[src/rtl/seq_mult_handshake.sv]
// Iterative shift-add multiplier: one multiplier bit per clock, valid/ready on both sides.
// Signed mode multiplies magnitudes and negates the final product, so latency is data-independent.
module seq_mult_handshake #(
  parameter  int WIDTH = 16,
  localparam int CNT_W = $clog2(WIDTH + 1)
) (
  input  logic                 clk,
  input  logic                 rst_n,
  input  logic                 in_valid,
  output logic                 in_ready,
  input  logic [WIDTH-1:0]     a,
  input  logic [WIDTH-1:0]     b,
  input  logic                 is_signed,
  output logic                 out_valid,
  input  logic                 out_ready,
  output logic [2*WIDTH-1:0]   c,
  output logic                 busy
);

  typedef enum logic [1:0] {
    IDLE,
    RUN,
    DONE
  } state_t;

  state_t state;
  state_t state_nxt;

  logic [2*WIDTH-1:0] acc;
  logic [2*WIDTH-1:0] mcand;
  logic [WIDTH-1:0]   mplier;
  logic [CNT_W-1:0]   cnt;
  logic               neg;

  logic               accept;
  logic               last_iter;
  logic [WIDTH-1:0]   a_mag;
  logic [WIDTH-1:0]   b_mag;
  logic               neg_in;
  logic [2*WIDTH-1:0] acc_sum;

  assign accept    = in_valid & in_ready;
  assign last_iter = (cnt == CNT_W'(WIDTH - 1));

  // Magnitudes stay WIDTH bits wide: the most-negative value maps to 2^(WIDTH-1).
  assign a_mag  = (is_signed && a[WIDTH-1]) ? -a : a;
  assign b_mag  = (is_signed && b[WIDTH-1]) ? -b : b;
  assign neg_in = is_signed & (a[WIDTH-1] ^ b[WIDTH-1]);

  assign acc_sum = acc + (mplier[0] ? mcand : '0);

  always_ff @(posedge clk or negedge rst_n) begin
    if (!rst_n) begin
      state <= IDLE;
    end else begin
      state <= state_nxt;
    end
  end

  always_comb begin
    state_nxt = state;
    unique case (state)
      IDLE:    if (in_valid) state_nxt = RUN;
      RUN:     if (last_iter) state_nxt = DONE;
      DONE:    if (out_ready) state_nxt = IDLE;
      default: state_nxt = IDLE;
    endcase
  end

  always_comb begin
    in_ready  = 1'b0;
    out_valid = 1'b0;
    busy      = 1'b0;
    unique case (state)
      IDLE: in_ready = 1'b1;
      RUN:  busy = 1'b1;
      DONE: begin
        out_valid = 1'b1;
        busy      = 1'b1;
      end
      default: in_ready = 1'b0;
    endcase
  end

  always_ff @(posedge clk or negedge rst_n) begin
    if (!rst_n) begin
      acc    <= '0;
      mcand  <= '0;
      mplier <= '0;
      cnt    <= '0;
      neg    <= 1'b0;
    end else if (accept) begin
      acc    <= '0;
      mcand  <= {{WIDTH{1'b0}}, a_mag};
      mplier <= b_mag;
      cnt    <= '0;
      neg    <= neg_in;
    end else if (state == RUN) begin
      acc    <= acc_sum;
      mcand  <= mcand << 1;
      mplier <= mplier >> 1;
      cnt    <= cnt + CNT_W'(1);
    end
  end

  // c only changes on the final iteration, so it holds through DONE and after consumption.
  always_ff @(posedge clk or negedge rst_n) begin
    if (!rst_n) begin
      c <= '0;
    end else if (state == RUN && last_iter) begin
      c <= neg ? -acc_sum : acc_sum;
    end
  end

endmodule
[config.mk]
export PLATFORM = sky130hd
export DESIGN_NAME = seq_mult_handshake
export DESIGN_NICKNAME = d
export VERILOG_FILES = /design/src/rtl/seq_mult_handshake.sv
export SDC_FILE = /design/constraint.sdc
export NUM_CORES = 1
export LEC_CHECK = 0
export CAP_MARGIN = 5
export CORE_MARGIN = 4
export CORE_UTILIZATION = 54
export CTS_CLUSTER_SIZE = 14
export DETAILED_ROUTE_END_ITERATION = 6
export HOLD_SLACK_MARGIN = 0.06
export PLACE_DENSITY_LB_ADDON = 0.08
export SLEW_MARGIN = 20
export SYNTH_ARGS = -nofsm -noshare
export SYNTH_HDL_FRONTEND = slang
export SYNTH_SLANG_ARGS = --single-unit
[constraint.sdc]
create_clock -name clk -period 4.2 [get_ports clk]
set_clock_uncertainty 0.15 [all_clocks]
set_input_delay 0.84 -clock clk [delete_from_list [all_inputs] [get_ports clk]]
set_output_delay 0.84 -clock clk [all_outputs]
set_load 0.02 [all_outputs]
==> results.md <==
- Top cell type by total area after synthesis: dfrtp_1
- FF-to-FF Start: mplier[0]$_DFFE_PN0P_
- Met2 Usage GRT: 34.9%
- Commonest cells in the netlist: nand2_1 (123), dfrtp_1 (120), nor2_1 (89), mux2i_1 (69), o21ai_0 (67)
- Fin. Hold Viols: 0
- Worst-case reg-to-reg path depth: 13
- Port bufs: 71
- Post-synth top area share: 35.4%
- Fillers: 1,380
- Nets: 1,133
- Worst-Skew Late Latency: 0.42 ns
- Cell Rows: 45
- Top-count cell post-synth: nand2_1
- Met1 usage: 34.0%
- Worst R2R End: c[30]$_DFFE_PN0P_
- Area delta synth->final: 19.9%
- Startpoint Class: register
- Crit-path max cell delay: 0.53 ns
- Sequential cell area: 3010 sq um
- Seq/Total Area, Yosys: 35.4%
- Most Crowded Layer GR: met2
- RSZ-0062 raised after global routing: no
- Routed vias/inst: 5.61
- Hpwl dp: 14,900 um
- Tcrit/Tclk final: 95.1%
- TritonCTS Buffers: 17
- Type of the worst min-delay path: register to register
- Crit. End Element: register
- Final count of pins violating max slew: 0
- Max Cap Viol: 0
- H-tree levels: 4
- Final setup violation count: 0
- Total grt overflow: 0
- Mapped Area: 8480 sq um
- DR pass1 iterations: 4
- Crit-path cells: and2_1 > ha_1 > fa_2 > a21o_1 > a221o_1 > nand2_4 > a311oi_4 > or4_4 > a2111oi_4 > nand4_1 > o41ai_2 > xnor2_1 > o21ai_1
- Wirelength per Cell: 15.4 um
- Fin worst setup slack: 0.207 ns
- Die span in x: 133 um
- Worst hold path stage count: 2
- Required time worst endpoint: 4.32 ns
- Syn_area_per_cell: 8.66 sq um
- Highest clock rate: 250 MHz
- WS Path Type: register to register
- Gr usage total: 23.0%
- Pre-CTS setup slack: 0.129 ns
- Net Count, Synth: 1,056
- Via count: 7,180
- Status: completed
- YS warnings: 0
- First-pass GRT wire length: 33,600 um
- Async set-reset flop share out of synthesis: 100%
- Cell count after synthesis: 979
- Placer Congestion: 0.957
- CP top delay family: compound AO/OA/AOI/OAI gates
- Unique masters post-synth: 68
- Max VDD drop: 610 uV
- Post-Route Setup TNS: 0 ns
- Synth area leaders: dfrtp_1 (35%), mux2i_1 (8.1%), ha_1 (5.8%)
- Antenna Cells: 0
- Register bit count reported by yosys: 120
- CTS sink count: 120
- Slew margin rel.: 30.8%
- Hold Path End: c[9]$_DFFE_PN0P_
- Cell count along the critical path: 13
- Worst-Margin Slew: 1.04 ns
- Antenna-violating nets left: 0
- Post-synth top flop: dfrtp_1
- Initial antenna violation count: 0
- DRC viols: 0
- Initial Util: 55.4%
- Max Root-Sink Buffers: 2
- CTS Hold Buffers Added: 0
- Leak: 4.43 nW
- Die H: 133 um
- Met3 Usage GRT: 4.34%
- WP buf/inv: 0
- DRT iter0 DRCs: 370
- Final wirelength: 19,700 um
- Largest net degree at the start of global routing: 95
- Fraction of layout cells with a size suffix above 1: 9.45%
- Crit path max fanout: 6
- Reg clk slew, reported paths: 0.06 ns
- Fin crit period: 3.99 ns
- Number of synthesized flops with an enable pin: 0
- Multi-input logic area: 5250 sq um
- Core area: 15,300 sq um
- Vias in the first global route: 6,770
- Slowest CP cell: or4_4
- Min-delay src: c[9]$_DFFE_PN0P_
- CTS tree: done
- Full die area: 17,800 sq um
- Reg2reg setup slack: 0.21 ns
- P per Cell Area: 601 nW/um^2
- I/O pin count: 72
- Critical path data arrival time: 4.11 ns
- Clock root buffer: clkbuf_16
[worst register-to-register path: stages (launching register included)]
cell and delay, ns:
dfrtp_2 0.43, and2_1 0.15, ha_1 0.20, fa_2 0.36, a21o_1 0.21, a221o_1 0.43
nand2_4 0.13, a311oi_4 0.09, or4_4 0.53, a2111oi_4 0.35, nand4_1 0.20, o41ai_2 0.39
xnor2_1 0.16, o21ai_1 0.07
[area by class of cell]
cell class / instances / share of cell area, %
Inverter: 25 / 0.923
Tap cell: 211 / 2.60
Clock buffer: 22 / 4.47
Timing Repair Buffer: 107 / 9.62
Sequential cell: 120 / 29.6
Clock inverter: 10 / 1.19
Multi-Input combinational cell: 785 / 51.6
[per-stage QoR]
stage / std cells / utilization [%] / power, mW / area (sq um) / hold slack [ns]
6_report: 1280 / 66.4 / 6.11 / 10200 / 0.325
5_1_grt: 1280 / 66.4 / 6.58 / 10200 / 0.360
4_1_cts: 1278 / 66.0 / 6.11 / 10100 / 0.333
3_5_place_dp: 1246 / 62.2 / 4.65 / 9530 / 0.321
3_3_place_gp: 1246 / 62.2 / 4.60 / 9530 / 0.314
2_1_floorplan: 979 / - / 3.79 / 8480 / 0.332
[cell usage in the layout (no fill, tap or decap), drive strengths merged, types with 4 or more instances in the layout]
| cell type | netlist | routed |
|---|---|---|
| a211oi | 12 | 12 |
| a21o | 7 | 7 |
| a21oi | 45 | 45 |
| a31oi | 7 | 7 |
| and2 | 43 | 43 |
| and3 | 6 | 6 |
| and4 | 6 | 6 |
| buf | 17 | 37 |
| clkbuf | 32 | 22 |
| clkdlybuf4s50 | 0 | 70 |
| clkinvlp | 0 | 4 |
| dfrtp | 120 | 120 |
| ha | 39 | 39 |
| inv | 25 | 26 |
| mux2i | 69 | 69 |
| nand2 | 124 | 124 |
| nand2b | 5 | 5 |
| nand3 | 17 | 17 |
| nand4 | 14 | 14 |
| nor2 | 90 | 90 |
| nor2b | 5 | 5 |
| nor3 | 17 | 17 |
| nor4 | 5 | 5 |
| o211ai | 5 | 5 |
| o21a | 4 | 4 |
| o21ai | 104 | 104 |
| o21bai | 4 | 4 |
| o31ai | 14 | 14 |
| o41ai | 9 | 9 |
| or3 | 10 | 10 |
| or4 | 5 | 5 |
| xnor2 | 42 | 42 |
| xor2 | 36 | 36 |
[cells by family after synthesis]
| kind of cell | share of synthesized area, % |
|---|---|
| flip-flops | 35.4 |
| AO/OA/AOI/OAI | 18.4 |
| multiplexers | 8.14 |
| XOR/XNOR | 8.06 |
| buffers and inverters | 3.39 |
| AND/OR/NAND/NOR | 20.6 |
| adder cells (fa/ha/maj) | 5.99 |
[report_power, final]
part	internal [mW]	switching, mW
clock network	0.890	0.528
registers	1.44	0.226
logic	1.26	1.76
total	3.60	2.51
[routing by layer]
layer | share of wire, % | vias to the layer above | wire, um
li1 | - | 3651 | -
met5 | 0 | - | 0
met3 | 5.3 | 25 | 1050
met4 | 1.4 | 0 | 271
met1 | 51 | 3319 | 10000
met2 | 42 | 185 | 8370
[flip-flops by register name, indices dropped and copies added (netlist names)]
name    cells
acc        32
c          32
mcand      32
mplier     16
cnt         5
state       2
neg         1
[how the worst max path moves through the flow]
stage | start | slack, ns | to
after floorplan | mplier[0]$_DFFE_PN0P_ | 0.28 | c[30]$_DFFE_PN0P_
after CTS | mplier[0]$_DFFE_PN0P_ | 0.11 | c[30]$_DFFE_PN0P_
after detailed placement | mplier[0]$_DFFE_PN0P_ | 0.13 | c[29]$_DFFE_PN0P_
after global routing | mplier[0]$_DFFE_PN0P_ | 0.01 | c[31]$_DFFE_PN0P_
final | mplier[0]$_DFFE_PN0P_ | 0.21 | c[30]$_DFFE_PN0P_
after global placement | mplier[0]$_DFFE_PN0P_ | 0.18 | c[30]$_DFFE_PN0P_
[repair_timing]
| item | CTS | global route |
|---|---|---|
| setup endpoints to repair | 0 | 8 |
| resized for setup | 0 | 13 |
| buffers inserted | 0 | 2 |
Note: power is estimated with default switching activity, not from simulation.
